**src/rtl/seq_cu_pkg.sv**
```systemverilog
// Shared types for the sequencing control unit: FSM state encodings,
// instruction classes, the packed datapath-control bundle and the IR classifier.
package seq_cu_pkg;

  typedef enum logic [2:0] {
    ST_LOAD    = 3'd0,
    ST_FETCH   = 3'd1,
    ST_DECODE  = 3'd2,
    ST_EXECUTE = 3'd3,
    ST_HALT    = 3'd4
  } state_t;

  typedef enum logic [2:0] {
    IC_ALU_I  = 3'd0,
    IC_BRANCH = 3'd1,
    IC_ALU_M  = 3'd2,
    IC_GOTO   = 3'd3,
    IC_NOP    = 3'd4,
    IC_HALT   = 3'd5
  } iclass_t;

  localparam logic [1:0] STAGE_LOAD    = 2'b00;
  localparam logic [1:0] STAGE_FETCH   = 2'b01;
  localparam logic [1:0] STAGE_DECODE  = 2'b10;
  localparam logic [1:0] STAGE_EXECUTE = 2'b11;

  // Top three class bits that mark an instruction needing a data-memory read in DECODE
  localparam logic [2:0] MEM_CLASS = 3'b001;

  typedef struct packed {
    logic pc_e;
    logic acc_e;
    logic sr_e;
    logic ir_e;
    logic dr_e;
    logic pmem_e;
    logic dmem_e;
    logic dmem_we;
    logic alu_e;
    logic mux1_sel;
    logic mux2_sel;
    logic pmem_le;
  } ctrl_t;

  localparam ctrl_t CTRL_NONE = '0;

  // First set class bit wins; an all-zero class field splits NOP from HALT on the low field
  function automatic iclass_t classify(input logic [3:0] cls, input logic low_nz);
    iclass_t c;
    if (cls[3])      c = IC_ALU_I;
    else if (cls[2]) c = IC_BRANCH;
    else if (cls[1]) c = IC_ALU_M;
    else if (cls[0]) c = IC_GOTO;
    else if (!low_nz) c = IC_NOP;
    else             c = IC_HALT;
    return c;
  endfunction

endpackage

```
**src/rtl/seq_cu_decode.sv**
```systemverilog
// Combinational DECODE/EXECUTE control decode from IR, SR and mem_rdy.
// The FSM decides which of the two bundles actually reaches the datapath.
module seq_cu_decode
  import seq_cu_pkg::*;
#(
  parameter int IR_W       = 12,
  parameter int SR_W       = 4,
  parameter int ALU_MODE_W = 4
) (
  input  logic [IR_W-1:0]       ir,
  input  logic [SR_W-1:0]       sr,
  input  logic                  mem_rdy,
  output ctrl_t                 dec_ctrl,
  output logic                  dec_done,
  output ctrl_t                 exe_ctrl,
  output logic [ALU_MODE_W-1:0] exe_mode,
  output logic                  exe_done,
  output logic                  exe_halt
);

  localparam int M = IR_W - 1;

  iclass_t    cls;
  logic [1:0] br_idx;
  logic       br_take;

  assign cls    = classify(ir[M -: 4], |ir[M-4:0]);
  assign br_idx = ir[M-2:M-3];

  // Branch condition select; indices past the status width read as 0
  always_comb begin
    br_take = 1'b0;
    for (int i = 0; i < SR_W; i++) begin
      if (int'(br_idx) == i) br_take = sr[i];
    end
  end

  // DECODE: memory-class instructions read the data memory and wait for mem_rdy
  always_comb begin
    dec_ctrl = CTRL_NONE;
    dec_done = 1'b1;
    if (ir[M -: 3] == MEM_CLASS) begin
      dec_ctrl.dr_e   = 1'b1;
      dec_ctrl.dmem_e = 1'b1;
      dec_done        = mem_rdy;
    end
  end

  // EXECUTE: per-class enables; the ALU-M store holds until the memory completes
  always_comb begin
    exe_ctrl = CTRL_NONE;
    exe_mode = '0;
    exe_done = 1'b1;
    exe_halt = 1'b0;
    case (cls)
      IC_ALU_I: begin
        exe_ctrl.pc_e     = 1'b1;
        exe_ctrl.acc_e    = 1'b1;
        exe_ctrl.sr_e     = 1'b1;
        exe_ctrl.alu_e    = 1'b1;
        exe_ctrl.mux1_sel = 1'b1;
        exe_mode          = ALU_MODE_W'(ir[M-1:M-3]);
      end
      IC_BRANCH: begin
        exe_ctrl.pc_e     = 1'b1;
        exe_ctrl.mux1_sel = br_take;
      end
      IC_ALU_M: begin
        exe_ctrl.alu_e    = 1'b1;
        exe_ctrl.mux1_sel = 1'b1;
        exe_ctrl.mux2_sel = 1'b1;
        exe_mode          = ALU_MODE_W'(ir[M-4:M-7]);
        if (ir[M-3]) begin
          exe_ctrl.acc_e = 1'b1;
          exe_ctrl.pc_e  = 1'b1;
          exe_ctrl.sr_e  = 1'b1;
        end else begin
          exe_ctrl.dmem_e  = 1'b1;
          exe_ctrl.dmem_we = 1'b1;
          // PC/SR update only once, in the completing cycle
          exe_ctrl.pc_e    = mem_rdy;
          exe_ctrl.sr_e    = mem_rdy;
          exe_done         = mem_rdy;
        end
      end
      IC_GOTO: exe_ctrl.pc_e = 1'b1;
      IC_NOP: begin
        exe_ctrl.pc_e     = 1'b1;
        exe_ctrl.mux1_sel = 1'b1;
      end
      IC_HALT: exe_halt = 1'b1;
      default: ;
    endcase
  end

endmodule

```
**src/rtl/seq_control_unit.sv**
```systemverilog
// Sequencing control unit for the 8-bit multi-cycle microcontroller.
// Optional performance counters (cyc_cnt, ret_cnt) under macro SEQ_CU_PERF_CNT_EN.
//
// state   | meaning
// --------+---------------------------------------------------------
// LOAD    | accept program words on load_vld, count load_addr
// FETCH   | load IR from program memory (1 cycle)
// DECODE  | operand read for memory-class instructions, else 1 cycle
// EXECUTE | per-class enables; retire on completion
// HALT    | all enables off until resume (reports stage EXECUTE)
module seq_control_unit
  import seq_cu_pkg::*;
#(
  parameter int IR_W       = 12,
  parameter int PC_W       = 8,
  parameter int PROG_DEPTH = 256,
  parameter int SR_W       = 4,
  parameter int ALU_MODE_W = 4
) (
  input  logic                  clk,
  input  logic                  rst,
  input  logic                  load_vld,
  input  logic                  mem_rdy,
  input  logic                  resume,
  input  logic [IR_W-1:0]       IR,
  input  logic [SR_W-1:0]       SR,
  output logic [1:0]            stage,
  output logic [PC_W-1:0]       load_addr,
  output logic                  halted,
  output logic                  retire,
  output logic                  pc_e,
  output logic                  acc_e,
  output logic                  sr_e,
  output logic                  ir_e,
  output logic                  dr_e,
  output logic                  pmem_e,
  output logic                  dmem_e,
  output logic                  dmem_we,
  output logic                  alu_e,
  output logic                  mux1_sel,
  output logic                  mux2_sel,
  output logic                  pmem_le,
  output logic [ALU_MODE_W-1:0] ALU_Mode
`ifdef SEQ_CU_PERF_CNT_EN
  ,
  output logic [31:0]           cyc_cnt,
  output logic [31:0]           ret_cnt
`endif
);

  localparam logic [PC_W-1:0] LOAD_LAST = PC_W'(PROG_DEPTH - 1);

  state_t                state;
  logic [PC_W-1:0]       load_cnt;
  ctrl_t                 dec_ctrl;
  ctrl_t                 exe_ctrl;
  logic [ALU_MODE_W-1:0] exe_mode;
  logic                  dec_done;
  logic                  exe_done;
  logic                  exe_halt;
  ctrl_t                 ctrl;
  logic [ALU_MODE_W-1:0] alu_mode_c;
  logic                  retire_c;
  logic [1:0]            stage_c;
  logic                  halted_c;

  seq_cu_decode #(
    .IR_W       (IR_W),
    .SR_W       (SR_W),
    .ALU_MODE_W (ALU_MODE_W)
  ) u_decode (
    .ir       (IR),
    .sr       (SR),
    .mem_rdy  (mem_rdy),
    .dec_ctrl (dec_ctrl),
    .dec_done (dec_done),
    .exe_ctrl (exe_ctrl),
    .exe_mode (exe_mode),
    .exe_done (exe_done),
    .exe_halt (exe_halt)
  );

  // Sequencer state and program-load counter
  always_ff @(posedge clk) begin
    if (rst) begin
      state    <= ST_LOAD;
      load_cnt <= '0;
    end else begin
      case (state)
        ST_LOAD: begin
          if (load_vld) begin
            if (load_cnt == LOAD_LAST) begin
              load_cnt <= '0;
              state    <= ST_FETCH;
            end else begin
              load_cnt <= load_cnt + PC_W'(1);
            end
          end
        end
        ST_FETCH:   state <= ST_DECODE;
        ST_DECODE:  if (dec_done) state <= ST_EXECUTE;
        ST_EXECUTE: begin
          if (exe_halt)      state <= ST_HALT;
          else if (exe_done) state <= ST_FETCH;
        end
        ST_HALT:    if (resume) state <= ST_FETCH;
        default:    state <= ST_LOAD;
      endcase
    end
  end

  // Output select by state; rst forces everything to 0 so no write completes under reset
  always_comb begin
    ctrl       = CTRL_NONE;
    alu_mode_c = '0;
    retire_c   = 1'b0;
    stage_c    = STAGE_LOAD;
    halted_c   = 1'b0;
    if (!rst) begin
      case (state)
        ST_LOAD: begin
          ctrl.pmem_le = load_vld;
          ctrl.pmem_e  = load_vld;
        end
        ST_FETCH: begin
          stage_c     = STAGE_FETCH;
          ctrl.ir_e   = 1'b1;
          ctrl.pmem_e = 1'b1;
        end
        ST_DECODE: begin
          stage_c = STAGE_DECODE;
          ctrl    = dec_ctrl;
        end
        ST_EXECUTE: begin
          stage_c    = STAGE_EXECUTE;
          ctrl       = exe_ctrl;
          alu_mode_c = exe_mode;
          retire_c   = exe_done;
        end
        ST_HALT: begin
          stage_c       = STAGE_EXECUTE;
          halted_c      = 1'b1;
          ctrl.pc_e     = resume;
          ctrl.mux1_sel = resume;
        end
        default: ;
      endcase
    end
  end

  assign stage     = stage_c;
  assign halted    = halted_c;
  assign retire    = retire_c;
  assign load_addr = rst ? '0 : load_cnt;
  assign ALU_Mode  = alu_mode_c;
  assign pc_e      = ctrl.pc_e;
  assign acc_e     = ctrl.acc_e;
  assign sr_e      = ctrl.sr_e;
  assign ir_e      = ctrl.ir_e;
  assign dr_e      = ctrl.dr_e;
  assign pmem_e    = ctrl.pmem_e;
  assign dmem_e    = ctrl.dmem_e;
  assign dmem_we   = ctrl.dmem_we;
  assign alu_e     = ctrl.alu_e;
  assign mux1_sel  = ctrl.mux1_sel;
  assign mux2_sel  = ctrl.mux2_sel;
  assign pmem_le   = ctrl.pmem_le;

`ifdef SEQ_CU_PERF_CNT_EN
  // Active-cycle and retired-instruction counters, free-running with wrap
  always_ff @(posedge clk) begin
    if (rst) begin
      cyc_cnt <= '0;
      ret_cnt <= '0;
    end else begin
      if (state != ST_LOAD && state != ST_HALT) cyc_cnt <= cyc_cnt + 32'd1;
      if (retire_c) ret_cnt <= ret_cnt + 32'd1;
    end
  end
`endif

endmodule

```
**config.mk**
```make
export PLATFORM = sky130hd
export DESIGN_NAME = seq_control_unit
export DESIGN_NICKNAME = d
export VERILOG_FILES = /design/src/rtl/seq_cu_pkg.sv /design/src/rtl/seq_cu_decode.sv /design/src/rtl/seq_control_unit.sv
export SDC_FILE = /design/constraint.sdc
export NUM_CORES = 1
export LEC_CHECK = 0
export CAP_MARGIN = 5
export CORE_UTILIZATION = 45
export CTS_BUF_LIST = sky130_fd_sc_hd__clkbuf_2 sky130_fd_sc_hd__clkbuf_4 sky130_fd_sc_hd__clkbuf_8
export DETAILED_ROUTE_END_ITERATION = 7
export DONT_BUFFER_PORTS = 1
export MAX_ROUTING_LAYER = met4
export PLACE_DENSITY = 0.57
export SKIP_LAST_GASP = 1
export SLEW_MARGIN = 20
export SYNTH_ARGS = -nofsm -noshare
export SYNTH_HDL_FRONTEND = slang
export SYNTH_SLANG_ARGS = --single-unit
export TNS_END_PERCENT = 20
```
**constraint.sdc**
```tcl
create_clock -name clk -period 3.1 [get_ports clk]
set_input_delay 0.93 -clock clk [delete_from_list [all_inputs] [get_ports clk]]
set_output_delay 0.93 -clock clk [all_outputs]
set_load 0.03 [all_outputs]
```
* Word level (Yosys, flattened, before mapping) *
Cells that the tools add are included.

word-level totals
  input port bits = 21
  output and inout bits = 28
  word-level logic and storage cells = 82
  register bits = 11

cells by class
  equal/unequal tests = 19
  reductions and logical operators = 10
  add/subtract/negate cells = 1
  muxes and demuxes = 50

operators by type and width
  cell                                            number
  2-to-1 mux 3 bit                                10
  2-to-1 mux 1 bit                                21
  2-to-1 mux 8 bit                                2
  case mux 3 bit (5 select lines)                 1
  == test 3 x 2 -> 1 bit (second input constant)  4
  2-to-1 mux 12 bit                               1
  case mux 1 bit (2 select lines)                 5
  == test 3 x 1 -> 1 bit (second input constant)  3
  == test 3 bit (second input constant)           3
  adder 8 x 1 -> 8 bit (second input constant)    1
  == test 8 bit (second input constant)           1
  2-to-1 mux 2 bit                                4
  2-to-1 mux 4 bit                                2
  != test 2 bit (second input constant)           4
  case mux 4 bit (2 select lines)                 1
  OR reduction 8 bit                              1
  logical NOT 3 bit                               2
  case mux 2 bit (3 select lines)                 1
  case mux 3 bit (2 select lines)                 1
  AND reduction 5 bit                             1
  == test 2 bit (second input constant)           2
  case mux 2 bit (2 select lines)                 1
  OR reduction 2 bit                              2
  OR reduction 4 bit                              1
  other kinds (5)                                 5

* Longest topological paths before layout *
Gate-level depths: netlist of the first run.

  depth in word-level cells = 11
  mapped depth = 6
  mapped depth without buffers = 5

* Hierarchy *
A second synthesis of the first run with hierarchy kept.

second synthesis, totals
  cell total of the unflattened synthesis = 168
  area, all modules = 1239.9 sq um

by module, submodules not included
  module            instances  area an instance (sq um)  sequential area each (sq um)  cells each
  seq_control_unit  1          912.1                     220.2                         123
  seq_cu_decode     1          327.8                     0.0                           45

* Worst setup path after synthesis of the first run *
Ideal clock, no wire load.

  kind = in2out
  start point = input IR[5]
  end point = output mux1_sel
  slack = -0.253 ns
  data arrival time = 2.423 ns
  buffers on the path = 0
  required time = 2.170 ns
  stages = 4
  cells stage by stage = or4_1 nor3_1 o41ai_1 o21ai_0

between the ends
  word-level cells in the longest chain between the ends = 11
  elaborated cells between the ends (all ways) = 14
  those cells by class = eq/ne (3); mux (8); reduce/logical (3)

RTL lines
  element                                         line                     text
  start, declared                                 seq_control_unit.sv:25   input logic [IR_W-1:0] IR,
  OR reduction 8 bit (*)                          seq_cu_decode.sv:27      assign cls = classify(ir[M -: 4], |ir[M-4:0]);
  2-to-1 mux 1 bit (*)                            seq_cu_pkg.sv:54         else if (!low_nz) c = IC_NOP;
  2-to-1 mux 3 bit (*)                            seq_cu_pkg.sv:53         else if (cls[0]) c = IC_GOTO;
  2-to-1 mux 3 bit (*)                            seq_cu_pkg.sv:52         else if (cls[1]) c = IC_ALU_M;
  2-to-1 mux 3 bit (*)                            seq_cu_pkg.sv:51         else if (cls[2]) c = IC_BRANCH;
  2-to-1 mux 3 bit (*)                            seq_cu_pkg.sv:50         if (cls[3]) c = IC_ALU_I;
  == test 3 x 2 -> 1 bit (tied with other cells)  seq_cu_decode.sv:55      case (cls)
  OR reduction 3 bit (no line)                    --
  case mux 1 bit (2 select lines) (*)             seq_cu_decode.sv:55
  case mux 1 bit (2 select lines) (*)             seq_control_unit.sv:120  case (state)
  2-to-1 mux 12 bit (*)                           seq_control_unit.sv:119  if (!rst) begin
  end, declared                                   seq_control_unit.sv:40   output logic mux1_sel,

Every way passes the cells marked *; elsewhere a longest branch is shown, timed or not.

* Final worst setup path of the first run *
  start point = input IR[1]
  end point = output pc_e

between the ends
  word-level cells in the longest chain between the ends = 11
  elaborated cells between the ends (all ways) = 15
  those cells by class = eq/ne (4); mux (8); reduce/logical (3)

RTL lines
  element                                         line                     text
  OR reduction 8 bit (*)                          seq_cu_decode.sv:27
  2-to-1 mux 1 bit (*)                            seq_cu_pkg.sv:54
  2-to-1 mux 3 bit (*)                            seq_cu_pkg.sv:53
  2-to-1 mux 3 bit (*)                            seq_cu_pkg.sv:52
  2-to-1 mux 3 bit (*)                            seq_cu_pkg.sv:51
  2-to-1 mux 3 bit (*)                            seq_cu_pkg.sv:50
  == test 3 x 1 -> 1 bit (tied with other cells)  seq_cu_decode.sv:55
  OR reduction 4 bit (no line)                    --
  case mux 1 bit (2 select lines) (*)             seq_cu_decode.sv:55
  case mux 1 bit (2 select lines) (*)             seq_control_unit.sv:120
  2-to-1 mux 12 bit (*)                           seq_control_unit.sv:119
  end, declared                                   seq_control_unit.sv:31   output logic pc_e,

Marks and branches as above.

==> impl_metrics.toml, run 1 <==
[run_status]
status = "completed"

[power_and_ir_drop]
peakVddDrop_uv = 276
p_per_area_nw_per_um2 = 330
p_leak_nw = 0.423
p_total_uw = 353

[route]
drc = 0
routed_via_density = 5.89
wirelength_microns = 2250
drt-initial-drc-count = 27
antenna_left = 0
avgRoutedWirePerCell_microns = 13.8
firstDrtPassIters = 4
vias = 960

[logic_synthesis]
synth_top_family_by_area = "simple AND/OR/NAND/NOR gates"
synth.area.mux_share_pct = 2.49
synthAdderAreaFrac_pct = 1.38
yosys_warnings = 0
yosysUniqueCellTypes = 41
synth_area_sq_um = 906
synth_compound_area_share_pct = 17.5
syn-num-nets = 146
syn_avg_cell_area_sq_um = 7.31
synth_seq_cells = 11
yosys.area_share.simple_pct = 43.8
yosys.area_share.xor_xnor_pct = 4.83
seq_area_frac_synth_pct = 24.3
synthCells = 124

[place]
port_buffers = 0
gp_congestion = 0.800
dp_slack_ns = 0.0530
hpwl_microns = 1670

[layout]
final_cell_mix = "nor2_1, buf_4, dfxtp_1"
fill_cells = 186
multi_input_area_sq_um = 651
area_delta_synth_final_pct = 18.2
seq_area_sq_um = 220
drive_gt1_share_pct = 21.7
diodes = 0
nets = 161
final_core_util_pct = 59.4

[setup_path]
crit_path_start_kind = "input port"
arrival_ns = 2.11
r2r-start = "state[1]"
endpoint_kind = "output port"
worstPathMaxFanout = 2
crit_start = "IR[1]"
path_class = "input port to output port"
cp.required_ns = 2.17

[sta]
rsz0062_at_grt = "no"
period_share_pct = 97.9
fin_ws_ns = 0.0636
final.setup.tns_ns = 0
finalSetupViolations = 0
relSlewSlack_pct = 59.8
whs_ns = 0.491
skew_ns = 0.00111
finalHoldViolCount = 0
drv_slew = 0
worstMarginPinSlew_ns = 0.602
period_needed_ns = 3.04
fmaxAchievable_ghz = 0.329

[clock_network]
cts.clk_slew.worst_paths_ns = 0.07
post-cts-setup-buffers = 0
clock_latency_ns = 0.26
cts_buffers = 3
hold_buffers = 0
clock_sinks = 11
post_cts_resized = 0
clk_path_buf_depth = 2
cts_tree = "done"
htreeDepth = 1
cts-root-buf = "clkbuf_4"

[floorplan]
core-area_sq_um = 1800
rows = 15
ios = 49
dieArea_sq_um = 2200
start_util_pct = 50.3
dieWidth_microns = 46.9
dieHeight_microns = 46.9

[grt]
grt_pass1_wl_microns = 3530
antenna_found_initial = 0
grt_pass1_vias = 831
grt_usage_pct = 23.0
grt-ovfl-total = 0
grt_max_degree = 24

[worst_hold_path]
min_from = "load_cnt[1]"
hold_class = "flip-flop to flip-flop"

[job]
drv_cap = 0
## routing by layer
layer	vias up	routed length [microns]	share of wire (%)	track usage, %
li1	476	-	-	-
met1	440	1110	50	32.5
met2	42	966	43	32.5
met3	2	162	7.2	6.54
met4	0	6	0.27	4.57
met5	-	0	0	-
## worst max-delay path, cell delays in order
cell,delay [ns]
or4_1,0.58
o21ai_2,0.17
o311ai_0,0.14
nand2_1,0.12
buf_4,0.16
## area by class of cell
class                           count  share of cell area, %
Multi-Input combinational cell    103                   60.7
Timing Repair Buffer               17                   11.9
Tap cell                           25                   2.92
Sequential cell                    11                   20.6
Clock buffer                        4                   2.80
Inverter                            3                   1.05
## power by group
group / internal (mW) / switching [mW]
Clock: 0.0585 / 0.0485
Sequential: 0.150 / 0.0139
Combinational: 0.0335 / 0.0487
## through the flow
step | cell area, sq um | std cells
3_5_place_dp | 1030 | 159
4_1_cts | 1060 | 163
6_report | 1070 | 163
5_1_grt | 1070 | 163
3_3_place_gp | 1030 | 159
2_1_floorplan | 910 | 124
## synth_stat cells (all sizes together)
cell type	number	share of area, %
a21oi	7	3.9
a22oi	2	1.7
a31oi	1	0.69
a32oi	1	0.97
and2	1	0.69
and3	4	2.8
and4	1	0.97
buf	4	3.2
clkbuf	3	1.2
dfxtp	11	24
ha	1	1.4
inv	3	1.2
mux4	1	2.5
nand2	10	4.1
nand2b	1	0.69
nand3	8	5.8
nand4	2	1.4
nor2	17	7.0
nor2b	10	6.9
nor3	5	4.0
nor3b	1	0.83
nor4	3	2.1
nor4b	1	0.97
o21ai	7	3.9
o21ba	1	1.1
o21bai	2	1.7
o22ai	1	0.69
o311ai	1	0.97
o32a	1	1.1
o41ai	1	0.97
or2	1	0.69
or2b	1	0.83
or3	2	1.4
or3b	1	0.97
or4	2	1.7
xor2	5	4.8
## cell families (layout without fill, tap and decap cells)
| family | Yosys count | count (layout) |
|---|---|---|
| buffers and inverters | 10 | 24 |
| xor gates and xnor gates | 5 | 5 |
| adders and majority gates | 1 | 1 |
| AOI/OAI and AO/OA | 25 | 25 |
| and+or+nand+nor | 71 | 71 |
| muxes | 1 | 1 |
| DFF | 11 | 11 |
## flip-flops by register name (all words and copies together) (netlist names)
| signal | cells |
|---|---|
| state | 3 |
| load_cnt | 8 |
## final timing paths
path	depth (start not counted)	slack, ns	to
setup / recovery	5	0.06	pc_e
hold / removal	2	0.49	load_cnt[1]
setup reg to reg	4	1.60	load_cnt[7]
hold reg to reg	2	0.49	load_cnt[1]
Note: power is estimated with default switching activity, not from simulation.
==> run 2: changes to the inputs <==
- CORE_UTILIZATION: 45 -> 40
- DONT_BUFFER_PORTS: 1 -> default
- PLACE_DENSITY: 0.57 -> 0.79
- SKIP_CTS_REPAIR_TIMING: default -> 1
==> impl_metrics.toml, run 2 (synthesis results as in run 1) <==
[sta]
final.setup.tns_ns = -0.0366
finalHoldViolCount = 0
finalSetupViolations = 1
fin_ws_ns = -0.0366
fmaxAchievable_ghz = 0.319
worstMarginPinSlew_ns = 0.412
period_share_pct = 101
relSlewSlack_pct = 72.5
period_needed_ns = 3.14
drv_slew = 0
skew_ns = 0.000884
whs_ns = 0.524

[place]
placed_cells = 210
gp_congestion = 0.914
hpwl_microns = 2090
dp_slack_ns = -0.353
port_buffers = 48

[route]
drt-initial-drc-count = 23
routed_via_density = 5.29
wirelength_microns = 2910
vias = 1131
antenna_left = 0
firstDrtPassIters = 4
drc = 0
avgRoutedWirePerCell_microns = 13.6

[setup_path]
crit_slowest_cell = "or4_4"
arrival_ns = 2.21
path_class = "input port to output port"
cp.required_ns = 2.17
crit_family = "simple AND/OR/NAND/NOR gates"
worstPathMaxFanout = 2
worstPathCellList = "dlymetal6s2s_1 > or4_4 > nor3_2 > o41ai_1 > o21ai_1 > buf_4"
crit_buf_inv = 2
crit_path_start_kind = "input port"
max_stage_delay_ns = 0.58
endpoint_kind = "output port"

[run_status]
violations = "setup timing"
status = "complete, but fails checks"

[floorplan]
core-area_sq_um = 2040
dieWidth_microns = 49.6
dieArea_sq_um = 2460
ios = 49
dieHeight_microns = 49.6
rows = 16
start_util_pct = 44.4

[layout]
final_cell_mix = "buf_4, nor2_1, dlymetal6s2s_1"
seq_area_sq_um = 220
largest_reg_flops = 8
final_common_cell = "buf_4"
stdcell_count = 214
nets = 210
area_delta_synth_final_pct = 75.7
diodes = 0
fill_cells = 161
reg_top3 = "load_cnt: 8 flops, state: 3 flops"
multi_input_area_sq_um = 716
top_register = "load_cnt"
drive_gt1_share_pct = 38.0

[power_and_ir_drop]
p_leak_nw = 0.800
p_per_area_nw_per_um2 = 262
p_comb_share_pct = 35.3
seq_power_share_pct = 39.6
power.internal_uw = 280
p_total_uw = 417
switchingPower_uw = 136
peakVddDrop_uv = 249
p_clk_share_pct = 25.1
switching_share_pct = 32.7

[grt]
grt_max_degree = 13
grt_usage_pct = 22.4
grt.busiest_layer = "met2"
grt_pass1_wl_microns = 4240
grt_use_met2_pct = 39.9
grt_util_met3_pct = 2.78
antenna_found_initial = 0
use_met1_pct = 25.7
grt_pass1_vias = 1025
grt-ovfl-total = 0

[clock_network]
clock_sinks = 11
clk_path_buf_depth = 2
cts_tree = "done"
htreeDepth = 1
clock_latency_ns = 0.26
cts-root-buf = "clkbuf_4"
cts.clk_slew.worst_paths_ns = 0.07
cts_buffers = 3

[job]
drv_cap = 0

[worst_hold_path]
hold_class = "flip-flop to flip-flop"
[run 2: routing by layer]
metal / up-vias / share of wire [%]
met5: - / 0
met3: 4 / 5.4
met4: 0 / 1.1
met1: 510 / 44
li1: 576 / -
met2: 41 / 50
[run 2: metrics by stage]
| step | cell area [sq um] | util, % |
|---|---|---|
| 5_1_grt | 1590 | 77.9 |
| 2_1_floorplan | 910 | - |
| 3_3_place_gp | 1450 | 71.0 |
| 4_1_cts | 1480 | 72.4 |
| 3_5_place_dp | 1450 | 71.0 |
| 6_report | 1590 | 77.9 |
[run 2: power groups by stage]
stage               clock, mW  combinational, mW  sequential [mW]
finish                  0.105              0.147            0.165
global route            0.116              0.158            0.167
CTS                     0.106              0.142            0.164
detailed placement          0              0.141            0.167
global placement            0              0.139            0.167
floorplan                   0             0.0801            0.162
[run 2: worst reg2reg max path, cell delays in order (launching register included)]
cell     delay (ns)
dfxtp_1        0.41
nor3_4         0.42
nand3_4        0.14
or3_1          0.34
a21oi_1        0.18
[run 2: path summary, 6_finish.rpt]
| check | from | endpoint | slack (ns) | cells past startpoint |
|---|---|---|---|---|
| setup / recovery | IR[7] | mux1_sel | -0.04 | 6 |
| hold / removal | load_cnt[1] | load_cnt[1] | 0.52 | 2 |
| setup reg to reg | state[1] | load_cnt[5] | 1.54 | 4 |
| hold reg to reg | load_cnt[1] | load_cnt[1] | 0.52 | 2 |
[run 2: area by class of cell]
cell class	count	share of cell area, %
clock buffers	4	1.89
inverters	3	0.708
multi-input cells	103	45.0
flip-flops and latches	11	13.8
well taps	27	2.12
repair buffers	66	36.5
